--- config.mk ---
export PLATFORM = sky130hd
export DESIGN_NAME = shift_add_mult_ctrl
export DESIGN_NICKNAME = d
export VERILOG_FILES = /design/src/rtl/shift_add_mult_ctrl.sv
export SDC_FILE = /design/constraint.sdc
export NUM_CORES = 1
export LEC_CHECK = 0
export ABC_AREA = 0
export CORE_MARGIN = 5
export CORE_UTILIZATION = 49
export CTS_CLUSTER_DIAMETER = 40
export DETAILED_ROUTE_END_ITERATION = 6
export GPL_TIMING_DRIVEN = 1
export PLACE_DENSITY = 0.85
export SYNTH_ARGS = -nofsm -noshare
export SYNTH_HDL_FRONTEND = slang
export SYNTH_SLANG_ARGS = --single-unit
--- constraint.sdc ---
create_clock -name clk -period 2 [get_ports clk]
set_input_delay 0.4 -clock clk [delete_from_list [all_inputs] [get_ports clk]]
set_output_delay 0.4 -clock clk [all_outputs]
set_load 0.01 [all_outputs]
--- src/rtl/shift_add_mult_ctrl.sv ---
// Sequential shift-and-add unsigned multiplier with a start/busy/done handshake.
// One product per accepted start. Latency is fixed at WL RUN steps and does not depend on the operands.
module shift_add_mult_ctrl #(
  parameter int WL = 4
) (
  input  logic              clk,
  input  logic              rst,
  input  logic              start,
  input  logic [WL-1:0]     multiplicand,
  input  logic [WL-1:0]     multiplier,
  output logic              busy,
  output logic              done,
  output logic [2*WL-1:0]   product
);

  localparam int CW = $clog2(WL) + 1;

  typedef enum logic [1:0] {IDLE, RUN, DONE} state_t;

  state_t              state_q, state_d;
  logic [2*WL-1:0]     mcand_q, mcand_d;
  logic [WL-1:0]       mplier_q, mplier_d;
  logic [2*WL-1:0]     acc_q, acc_d;
  logic [CW-1:0]       count_q, count_d;
  logic [2*WL-1:0]     product_q, product_d;
  logic [2*WL-1:0]     step_sum;
  logic                last_step;

  // The partial sum including the current step is needed on the final edge.
  // It is written straight into product, so the result is ready as DONE is entered.
  assign step_sum  = acc_q + (mplier_q[0] ? mcand_q : '0);
  assign last_step = (count_q == CW'(WL - 1));

  always_ff @(posedge clk or posedge rst) begin
    if (rst) state_q <= IDLE;
    else     state_q <= state_d;
  end

  always_comb begin
    state_d = state_q;
    case (state_q)
      IDLE:    if (start) state_d = RUN;
      RUN:     if (last_step) state_d = DONE;
      DONE:    state_d = IDLE;
      default: state_d = IDLE;
    endcase
  end

  always_comb begin
    mcand_d   = mcand_q;
    mplier_d  = mplier_q;
    acc_d     = acc_q;
    count_d   = count_q;
    product_d = product_q;
    case (state_q)
      IDLE: if (start) begin
        mcand_d  = {{WL{1'b0}}, multiplicand};
        mplier_d = multiplier;
        acc_d    = '0;
        count_d  = '0;
      end
      RUN: begin
        acc_d    = step_sum;
        mcand_d  = {mcand_q[2*WL-2:0], 1'b0};
        mplier_d = {1'b0, mplier_q[WL-1:1]};
        count_d  = count_q + CW'(1);
        if (last_step) product_d = step_sum;
      end
      default: ;
    endcase
  end

  always_ff @(posedge clk or posedge rst) begin
    if (rst) begin
      mcand_q   <= '0;
      mplier_q  <= '0;
      acc_q     <= '0;
      count_q   <= '0;
      product_q <= '0;
    end else begin
      mcand_q   <= mcand_d;
      mplier_q  <= mplier_d;
      acc_q     <= acc_d;
      count_q   <= count_d;
      product_q <= product_d;
    end
  end

  always_comb begin
    busy = (state_q != IDLE);
    done = (state_q == DONE);
  end

  assign product = product_q;

endmodule

Word-level counts from Yosys, hierarchy flattened:

Index checks and enable logic that the tools add are counted.

* register bits after elaboration: 33
* bits in latches: 0
* bits in writable memories: 0
* bits in read-only memories: 0
* bits of input ports: 11
* output and inout bits: 10
* logic and storage cells: 31
* memories kept: 0

* add/subtract/negate cells: 2
* $mul: 0
* div/mod/pow operators: 0
* order comparisons: 0
* eq/ne operators: 5
* shifts and indexed selects: 0
* muxes and demuxes: 12
* bitwise logic cells: 0
* reductions and logical operators: 6

Operator list (number)
* 8-bit case mux with 2 select lines: 2
* 8-bit two-way mux: 3
* 8-bit adder: 1
* 4-bit case mux with 2 select lines: 1
* 3-bit case mux with 2 select lines: 1
* 2-bit AND reduction: 3
* 2-bit two-way mux: 2
* 4-bit two-way mux: 1
* 2-bit inequality test, second input constant: 2
* 2-bit case mux with 2 select lines: 1
* 2-bit nonzero test: 2
* 3-bit by 1-bit adder with 3-bit output, second input constant: 1
* 3-bit by 2-bit equality test with 1-bit output, second input constant: 1
* 3-bit two-way mux: 1
* 2-bit by 1-bit equality test with 1-bit output, second input constant: 1
* 2-bit equality test, second input constant: 1
* 2-bit logical NOT: 1

Logic depth before layout (Yosys ltp):

* depth in word-level cells: 3
* mapped depth: 9
* depth with buffers taken out: 9

Worst setup path after synthesis:

Ideal clock, no wire load.

* path type: register -> register
* from: register mplier_q[0]
* to: register product_q[4] (netlist: product[4])
* arrival time: 1.955 ns
* path slack: -0.079 ns
* stages on the path, launching flop included: 10
* path through: dfrtp_1 > and2_1 > ha_1 > inv_1 > fa_1 > and2b_1 > o21ai_1 > a21oi_1 > nor2b_1 > mux2_2

* word-level cells in the longest chain between the ends: 2

RTL lines
* start: declaration: RTL line 22 `logic [WL-1:0] mplier_q, mplier_d;`
* start signal: assignment: RTL line 82 `mplier_q <= mplier_d;`
* 8-bit two-way mux: RTL line 31 `assign step_sum = acc_q + (mplier_q[0] ? mcand_q : '0);`
* 8-bit adder: RTL line 31
* end signal: assignment: RTL line 85 `product_q <= product_d;`
* end: declaration: RTL line 25 `logic [2*WL-1:0] product_q, product_d;`

Every way passes these cells.
A chain may end at the register's enable or synchronous reset.

Worst setup path after layout:

* from: register mplier_q[0]
* to: register product_q[6] (netlist: product[6])

Same word-level chain as after synthesis.

==> results.toml <==
[outcome]
status = "complete, but fails checks"
violations = "negative setup slack"

[floorplan]
num_rows = 21
dieArea_um2 = 4870
die_h_um = 69.8
start_util = 0.517
io_pins = 21
coreArea_um2 = 3390
die_w_um = 69.8

[detailed_routing]
via_per_inst = 5.32
antenna_left = 0
wirelength_um = 3900
drt_iter0_drc = 58
drt_first_pass_iters = 4
wl_per_cell_um = 14.9
dr_total_vias = 1389
drc = 0

[finish]
drive_gt1_frac = 0.237
diodes = 0
final_util = 0.679
fin_nets = 235
final_area_um2 = 2300
area_growth_pct = 31.4
fillers = 256
final_cells = 261

[critical_path]
timing.rr.end = "product[6]"
end_kind = "flop"
arrival_ns = 2.33
crit_start = "mplier_q[0]"
cp_max_fo = 5
reg2reg_depth = 9
start_kind = "flop"
critPathRequiredTime_ns = 2.28
r2r_slack_ns = -0.05
endpoint = "product[6]"
r2r_start = "mplier_q[0]"
path_class = "flop to flop"

[place]
gp_congestion = 0.818
placed_area_um2 = 2120
pre_cts_ws_ns = -0.0807
placement.io_buffers = 20
post-dp-hpwl_um = 2720
placedCellCount = 247

[sta]
hold_ws_ns = 0.442
finalSetupViolations = 3
tightestPinTransition_ns = 0.405
max_freq_mhz = 487
max-slew-margin-rel = 0.730
fin_tns_setup_ns = -0.0959
period_minus_slack_ns = 2.05
worst_slack_ns = -0.0521
drv_slew = 0
clock-skew-final_ns = 0.00396
rsz0062_at_grt = "yes"
fin_crit_sh = 1.03
final_hold_viol_count = 0

[synthesis]
synth_seq_area_share = 0.471
async_flop_share = 1.00
synth_edf_count = 0
ys.warnings.count = 0
ys_ff_latch = 33
synth_top_area_share = 0.471
synth_nets = 194
synth_top_cells_by_count = "33 x dfrtp_1, 19 x nand2_1, 17 x o21ai_0"
synth_most_common_cell = "dfrtp_1"
synthTopCellsByArea = "dfrtp_1 47%, ha_1 6.4%, o21ai_0 4.9%"
synth_area_per_cell_um2 = 10.1
syn_area_um2 = 1750
ys.flop_type = "dfrtp_1"
synth.distinct_cells = 34
synthCells = 173
synth_largest_area_cell = "dfrtp_1"

[pwr]
p_total_mw = 2.93
irDropWorstVdd_v = 0.000864
power_density_nw_per_um2 = 1270
p_leak_nw = 1.08

[clocking]
clock_latency_ns = 0.33
cts-hold-fix-buffers = 0
cts.clk_slew.worst_paths_ns = 0.10
cts-root-buf = "clkbuf_4"
cts-htree-levels = 2
cts_tree = "built"
clockBufferDepth = 2
cts_made_buffers = 5
clock_sinks = 33

[global_routing]
met1_usage = 0.221
grtUsageMet3 = 0.0348
grt_util_all_layers = 0.164
grt_pass1_vias = 1356
grt_overflow = 0
antenna_found_initial = 0
use_met2 = 0.251
top_usage_layer = "met2"
grt_max_degree = 34
grt_pass1_wl_um = 6330

[job]
maxCapViolCount = 0

[hold_path]
hp-class = "primary input to async pin"
==> registers in the layout, summed over array words and instances, names as in the netlist <==
register	count
mcand_q	8
state_q	2
count_q	3
mplier_q	4
product	8
acc_q	8
==> worst min-delay path by stage <==
stage               startpoint          to  depth (start not counted)
detailed placement  product[2]  product[2]                          2
floorplan           count_q[2]  count_q[2]                          2
global placement    product[2]  product[2]                          2
CTS                        rst  product[7]                          3
global route               rst    acc_q[7]                          3
finish                     rst  product[7]                          3
==> critical path, stage by stage (launching register included) <==
cell	delay [ns]
dfrtp_1	0.39
and2_1	0.16
ha_2	0.19
inv_2	0.05
fa_2	0.18
and2b_1	0.20
o21ai_2	0.15
a21oi_2	0.10
or4_1	0.47
nand3_1	0.10
==> placed cells by master, fill, tap and decap left out, types with 4 or more instances in the layout <==
master / netlist / routed
a21oi_1: 10 / 8
a22o_1: 9 / 9
and2_1: 6 / 5
and3b_1: 6 / 6
buf_4: 0 / 18
clkbuf_4: 0 / 5
clkdlybuf4s50_1: 0 / 20
dfrtp_1: 33 / 31
ha_1: 9 / 4
ha_4: 0 / 4
inv_1: 11 / 10
nand2_1: 19 / 19
nand3_1: 4 / 4
nor2_1: 6 / 5
o21ai_0: 17 / 16
==> metal layers <==
layer | wire length, um | vias up | share of wire
met2 | 1900 | 24 | 0.49
met5 | 0 | - | 0
li1 | - | 688 | -
met3 | 147 | 8 | 0.038
met1 | 1770 | 669 | 0.45
met4 | 80 | 0 | 0.021
==> logic make-up after synthesis <==
logic type | Yosys count | synth area share
AO/OA/AOI/OAI | 46 | 0.169
XOR/XNOR | 5 | 0.0329
adder cells (fa/ha/maj) | 10 | 0.0757
buffers and inverters | 17 | 0.0364
flip-flops | 33 | 0.471
multiplexers | 7 | 0.0436
AND/OR/NAND/NOR | 55 | 0.171
==> power by group <==
group,switching [mW],total (mW),internal [mW]
clock network,0.223,0.357,0.134
logic,0.692,1.45,0.763
registers,0.196,1.11,0.919
==> final cells by class <==
type / instances / area (um2) / area share
clock buffers: 6 / 41.3 / 0.0179
clock inverters: 2 / 10.0 / 0.00435
inverters: 11 / 41.3 / 0.0179
multi-input cells: 123 / 956 / 0.415
flip-flops and latches: 33 / 828 / 0.360
well taps: 46 / 57.6 / 0.0250
repair buffers: 40 / 367 / 0.159
==> timing repair <==
action | 4_1_cts | 5_1_grt
setup buffers | 1 | 6
setup endpoints to repair | 7 | 8
resized for setup | 5 | 12
hold endpoints to repair | 0 | 0
pin swaps | 7 | 10
No activity file was read; power rests on OpenSTA's default activity.
